## config.mk

```make
export PLATFORM = sky130hd
export DESIGN_NAME = uart_bus_controller
export DESIGN_NICKNAME = d
export VERILOG_FILES = /design/src/rtl/uart_pkg.sv /design/src/rtl/uart_wait_timer.sv /design/src/rtl/uart_bus_controller.sv
export SDC_FILE = /design/constraint.sdc
export NUM_CORES = 1
export LEC_CHECK = 0
export CAP_MARGIN = 10
export CORE_MARGIN = 2
export CORE_UTILIZATION = 42
export DETAILED_ROUTE_END_ITERATION = 16
export PLACE_DENSITY = 0.82
export SYNTH_ARGS = -nofsm -noshare
export SYNTH_HDL_FRONTEND = slang
export SYNTH_SLANG_ARGS = --single-unit
```

## constraint.sdc

```tcl
create_clock -name clk -period 4.7 [get_ports clk]
set_clock_uncertainty 0.2 [all_clocks]
set_input_delay 1.41 -clock clk [delete_from_list [all_inputs] [get_ports clk]]
set_output_delay 1.41 -clock clk [all_outputs]
set_load 0.02 [all_outputs]
```

## src/rtl/uart_pkg.sv

```systemverilog
// Shared types for the CPLD UART bus controller.
// State encoding, status-word layout and small helpers.
package uart_pkg;

  typedef logic [31:0] word_t;

  typedef enum logic [3:0] {
    IDLE,
    RD_WAIT,
    RD_PULSE,
    RD_RECOVER,
    ST_READ,
    WR_PULSE,
    WR_RECOVER,
    WR_WAIT_TBRE,
    WR_WAIT_TSRE
  } uart_state_t;

  localparam int unsigned UART_ST_TXIDLE = 0;
  localparam int unsigned UART_ST_RXRDY  = 1;
  localparam int unsigned UART_ST_ERR    = 2;

  function automatic word_t uart_status(
    input logic tbre,
    input logic tsre,
    input logic dready,
    input logic err
  );
    word_t w;
    w                 = '0;
    w[UART_ST_TXIDLE] = tbre & tsre;
    w[UART_ST_RXRDY]  = dready;
    w[UART_ST_ERR]    = err;
    return w;
  endfunction

  function automatic int unsigned umax3(
    input int unsigned a,
    input int unsigned b,
    input int unsigned c
  );
    int unsigned m;
    m = a;
    if (b > m) m = b;
    if (c > m) m = c;
    return m;
  endfunction

endpackage

```

## src/rtl/uart_wait_timer.sv

```systemverilog
// Cycle counter for strobe widths and handshake timeouts.
// expired marks the N-th cycle since clear; never asserted for N = 0.
module uart_wait_timer #(
  parameter int unsigned N = 1,
  parameter int unsigned W = 1
) (
  input  logic clk,
  input  logic rst,
  input  logic clear,
  input  logic enable,
  output logic expired
);

  localparam int unsigned LAST = (N == 0) ? 0 : N - 1;

  logic [W-1:0] cnt_q;
  logic [W-1:0] cnt_d;

  assign expired = (N != 0) && (cnt_q == LAST[W-1:0]);

  // Saturates on expiry so a stalled wait cannot wrap into a false fire.
  always_comb begin
    cnt_d = cnt_q;
    if (clear) begin
      cnt_d = '0;
    end else if (enable && !expired) begin
      cnt_d = cnt_q + 1'b1;
    end
  end

  always_ff @(posedge clk) begin
    if (rst) begin
      cnt_q <= '0;
    end else begin
      cnt_q <= cnt_d;
    end
  end

endmodule

```

## src/rtl/uart_bus_controller.sv

```systemverilog
// CPU-side controller for the CPLD UART on the shared base-RAM bus.
// Drives rdn/wrn strobes, waits on UART handshakes, serves a status word.
module uart_bus_controller
  import uart_pkg::*;
#(
  parameter int unsigned RD_CYCLES   = 3,
  parameter int unsigned WR_CYCLES   = 4,
  parameter bit          WAIT_TX     = 1'b1,
  parameter bit          RX_BLOCKING = 1'b0,
  parameter int unsigned TIMEOUT     = 1024
) (
  input  logic  clk,
  input  logic  rst,
  input  logic  load,
  input  logic  store,
  input  logic  sel_status,
  input  word_t wdata,
  output word_t rdata,
  output logic  stall_req,
  input  word_t bus_data_in,
  output word_t bus_data_out,
  output logic  write_bus,
  output logic  uart_rdn,
  output logic  uart_wrn,
  input  logic  uart_dataready,
  input  logic  uart_tbre,
  input  logic  uart_tsre
);

  localparam int unsigned MAXN = umax3(RD_CYCLES, WR_CYCLES, TIMEOUT);
  localparam int unsigned CW   = $clog2(MAXN + 1);

  uart_state_t state_q;
  uart_state_t state_d;
  word_t       rdata_q;
  word_t       rdata_d;
  logic        err_q;
  logic        err_d;
  logic        rdn_q;
  logic        rdn_d;
  logic        wrn_q;
  logic        wrn_d;
  logic        wb_q;
  logic        wb_d;

  logic st_chg;
  logic in_wait;
  logic rd_done;
  logic wr_done;
  logic tmo;

  logic unused_bits;
  assign unused_bits = ^{bus_data_in[31:8], wdata[31:8]};

  assign st_chg  = (state_d != state_q);
  assign in_wait = state_q inside {RD_WAIT, WR_WAIT_TBRE, WR_WAIT_TSRE};

  uart_wait_timer #(
    .N(RD_CYCLES),
    .W(CW)
  ) u_rd_timer (
    .clk    (clk),
    .rst    (rst),
    .clear  (st_chg),
    .enable (state_q == RD_PULSE),
    .expired(rd_done)
  );

  uart_wait_timer #(
    .N(WR_CYCLES),
    .W(CW)
  ) u_wr_timer (
    .clk    (clk),
    .rst    (rst),
    .clear  (st_chg),
    .enable (state_q == WR_PULSE),
    .expired(wr_done)
  );

  uart_wait_timer #(
    .N(TIMEOUT),
    .W(CW)
  ) u_tmo_timer (
    .clk    (clk),
    .rst    (rst),
    .clear  (st_chg),
    .enable (in_wait),
    .expired(tmo)
  );

  always_comb begin
    state_d = state_q;
    rdata_d = rdata_q;
    err_d   = err_q;
    unique case (state_q)
      IDLE: begin
        if (store && !sel_status) begin
          state_d = WR_PULSE;
        end else if (load && sel_status) begin
          state_d = ST_READ;
          rdata_d = uart_status(uart_tbre, uart_tsre,
                                uart_dataready, err_q);
          err_d   = 1'b0;
        end else if (load) begin
          state_d = RX_BLOCKING ? RD_WAIT : RD_PULSE;
        end
      end
      RD_WAIT: begin
        // A late dataready still beats a same-cycle timeout.
        if (uart_dataready) begin
          state_d = RD_PULSE;
        end else if (tmo) begin
          state_d = RD_RECOVER;
          rdata_d = '0;
          err_d   = 1'b1;
        end
      end
      RD_PULSE: begin
        if (rd_done) begin
          state_d = RD_RECOVER;
          rdata_d = {24'b0, bus_data_in[7:0]};
        end
      end
      RD_RECOVER: state_d = IDLE;
      ST_READ:    state_d = IDLE;
      WR_PULSE: begin
        if (wr_done) state_d = WR_RECOVER;
      end
      WR_RECOVER: begin
        state_d = WAIT_TX ? WR_WAIT_TBRE : IDLE;
      end
      WR_WAIT_TBRE: begin
        if (uart_tbre) begin
          state_d = WR_WAIT_TSRE;
        end else if (tmo) begin
          state_d = IDLE;
          err_d   = 1'b1;
        end
      end
      WR_WAIT_TSRE: begin
        if (uart_tsre) begin
          state_d = IDLE;
        end else if (tmo) begin
          state_d = IDLE;
          err_d   = 1'b1;
        end
      end
      default: state_d = IDLE;
    endcase
  end

  // Strobes are registered from the next state to stay glitch-free.
  always_comb begin
    rdn_d = (state_d != RD_PULSE);
    wrn_d = (state_d != WR_PULSE);
    wb_d  = (state_d == WR_PULSE) || (state_d == WR_RECOVER);
  end

  always_ff @(posedge clk) begin
    if (rst) begin
      state_q <= IDLE;
      rdata_q <= '0;
      err_q   <= 1'b0;
      rdn_q   <= 1'b1;
      wrn_q   <= 1'b1;
      wb_q    <= 1'b0;
    end else begin
      state_q <= state_d;
      rdata_q <= rdata_d;
      err_q   <= err_d;
      rdn_q   <= rdn_d;
      wrn_q   <= wrn_d;
      wb_q    <= wb_d;
    end
  end

  assign rdata        = rdata_q;
  assign stall_req    = (state_d != IDLE);
  assign bus_data_out = {24'b0, wdata[7:0]};
  assign write_bus    = wb_q;
  assign uart_rdn     = rdn_q;
  assign uart_wrn     = wrn_q;

endmodule

```

==> impl_results.md <==
- Clock root buffer master: clkbuf_8
- Leak: about 1.2 nW
- Clock latency on the worst-skew pair: between 200 and 300 ps
- Fill cells: between 600 and 700
- Initial antenna violation count: 0
- Worst hold path startpoint: u_tmo_timer.cnt_q[10]$_SDFFE_PP0P_
- Gr ovfl total: 0
- Vias: 2357
- Largest net degree at the start of global routing: 34
- Worst hold path depth: 2
- Worst Tran Pin Value: 595 ps
- Global-route wire length before repair: 9.25 mm
- Met2 wire len: 2.98 mm
- Status: complete, no violations
- Hold WC Path Type: flop to flop
- Top Metal Used: met4
- Post-synthesis sequential area ratio: 0.331
- Relative slew slack: 0.600
- Worst-path cell chain: clkdlybuf4s50_1 -> buf_4 -> nor3b_1 -> o21a_1 -> nor2_1 -> a21oi_1 -> nor3b_4 -> nand2_2 -> buf_6
- Metal3 WL: 349 µm
- Avg Cell Area, Syn: 8.47 µm²
- Max-Cap Viols: 0
- Crit Path Category: input pin to output pin
- Post-layout util: 0.489
- Synth top area cells: dfxtp_1 (33%), buf_4 (14%), nor2_1 (6.7%), xor2_1 (4.7%), xnor2_1 (4.4%)
- Hpwl dp: 4.08 mm
- Layout cell share with drive strength beyond 1: 0.122
- Number of nets in the layout: 460
- Fmax: 215 MHz
- Cells after synthesis: 350
- Worst Path Arrival: 3050 ps
- Seq cells post-synth: 49
- DR DRC count: 0
- Final min period: 4660 ps
- Hold EP: u_tmo_timer.cnt_q[10]$_SDFFE_PP0P_
- Slew Limit Fails: 0
- Final instance area: ~0.0033 mm²
- Top Ports: 140
- Vert. Die Dim: ~88 µm
- CTS Sinks: between 40 and 50
- M1 WL: 2.46 mm
- Die X: 88.0 µm
- Worst r2r src: state_q[0]$_SDFF_PP0_
- Period utilization: 0.991
- Post-synth top area cell: dfxtp_1
- Final Hold Viols: 0
- Reg-to-reg slack, setup: 1630 ps
- Setup violations, final: 0
- Ant diodes: 0
- CP required: 3090 ps
- Highest-delay cell along the critical path: clkdlybuf4s50_1
- Commonest non-fill, non-tap cell in the layout: nor2_1
- Vias in the first global route: 2101
- Crit end category: output pin
- Dpl cell area: 0.00316 mm²
- GRT Overall Usage: 0.148
- Synth top area share: 0.331
- Initial core utilization: 0.436
- Synthesized cell area: around 0.0030 mm²
- Synth async-reset ratio: 0
- CP Launch Type: input pin
- Reg2Reg Depth: 9
- I/O Buffers: 27
- CTS tree: done
- Cell variety after synth: 50
- # rows: 30
- Reg clk slew, reported paths: approximately 80 ps
- Routed Antenna Nets: 0
- Initial DRC Count: 132
- Total CTS buffers: 5
- Full die area: 0.00774 mm²
- Worst vdd ir: 0.000114 V
- DR pass1 iterations: 6
- Worst flop-to-flop path endpoint: u_rd_timer.cnt_q[1]$_SDFFE_PP0P_
- Drt total wl: 5.83 mm
- Power density cells: 279 mW/mm²
- Clock tree buffer depth: 2
- CP peak stage delay: 430 ps
- Area delta synth->final: 12.0%
- YS warnings: 0
- Prevailing post-synth register cell: dfxtp_1
- Most frequent cells in the layout: nor2_1 (53), dfxtp_1 (49), conb_1 (48), clkdlybuf4s50_1 (23), buf_4 (23)
- Critical path fanouts, max: 2
- Core Area: 0.00679 mm²
- Post-synth EDFFs: 0
- Vias per cell: just under 5
- Gpl congestion: roughly 0.87
- Wire per inst: 12.2 µm
- CTS H-tree lvls: 2
==> cell families (layout without fill, tap and decap cells) <==
logic type                 count (synthesis)  count (layout)  synth area share
and+or+nand+nor                          143             143             0.256
DFF                                       49              49             0.331
adders and majority gates                  4               4            0.0169
muxes                                      4               4            0.0144
other                                      1              48           0.00127
xor gates and xnor gates                  31              31            0.0916
AOI/OAI and AO/OA                         42              42             0.107
buffers and inverters                     76              63             0.182
==> worst max-delay path by stage <==
stage	endpoint	start	cells after the start	slack (ps)
final	stall_req	uart_tsre	9	40
after global routing	stall_req	uart_tsre	9	-80
after CTS	stall_req	uart_tsre	8	40
after detailed placement	stall_req	store	8	-760
after global placement	stall_req	store	8	-750
after floorplan	stall_req	sel_status	6	310
==> worst max-delay path: cells and delay by family <==
kind	cells	cell delay, ps
buffers and inverters	3	690
and+or+nand+nor	4	420
AOI/OAI and AO/OA	2	500
==> power by group <==
group          leakage [nW]  internal [mW]  switching, mW
Sequential            0.396          0.423         0.0100
Clock                0.0540          0.155          0.131
Combinational         0.800         0.0853          0.122
==> flip-flops by register name, summed over array words and instances, names as in the netlist <==
name and count:
rdata 8, uart_rdn 1, err_q 1, u_tmo_timer.cnt_q 11, u_wr_timer.cnt_q 11, write_bus 1, uart_wrn 1, u_rd_timer.cnt_q 11
state_q 4
==> metrics by stage <==
step | instances | hold slack [ps] | setup WS (ps) | TNS (ps) | power [mW]
after floorplan | 397 | 223 | 315 | 0 | 0.615
after global placement | 470 | 235 | -745 | -745 | 0.625
after detailed placement | 470 | 239 | -756 | -756 | 0.629
after CTS | 478 | 251 | 39.4 | 0 | 0.921
after global routing | 480 | 294 | -76.3 | -76.3 | 0.966
final | 480 | 254 | 43.6 | 0 | 0.926
==> layout make-up <==
| type | instances | area (µm²) | area share |
|---|---|---|---|
| clock buffer | 5 | 68.8 | 0.0207 |
| clock inverter | 2 | 35.0 | 0.0106 |
| inverter | 6 | 22.5 | 0.00678 |
| multi-input combinational | 272 | 1650 | 0.498 |
| sequential | 49 | 981 | 0.296 |
| tap | 96 | 120 | 0.0362 |
| timing repair buffer | 50 | 440 | 0.133 |
==> routing by layer <==
metal / vias to the layer above / track usage
met4: 0 / 0.0406
met2: 86 / 0.274
met3: 6 / 0.0330
met1: 1089 / 0.171
li1: 1176 / -
met5: - / 0
==> Yosys cell counts, types with 4 or more instances <==
library cell	n
nor3_1	7
buf_4	56
a21oi_1	10
ha_1	4
a22oi_1	5
nand3_1	12
buf_6	5
and4_1	4
inv_1	6
nand4_1	6
xnor2_1	15
and3_1	5
buf_2	5
xor2_1	16
nand2_1	21
nor2b_1	7
dfxtp_1	49
nor2_1	53
nor4_1	5
o21ai_0	8
==> repair_timing <==
action,4_1_cts,5_1_grt
gates resized for setup,14,4
buffers inserted,2,2
hold buffers,0,0
setup endpoints to repair,1,1
pin swaps,6,3
(Power assumes the default switching activity.)
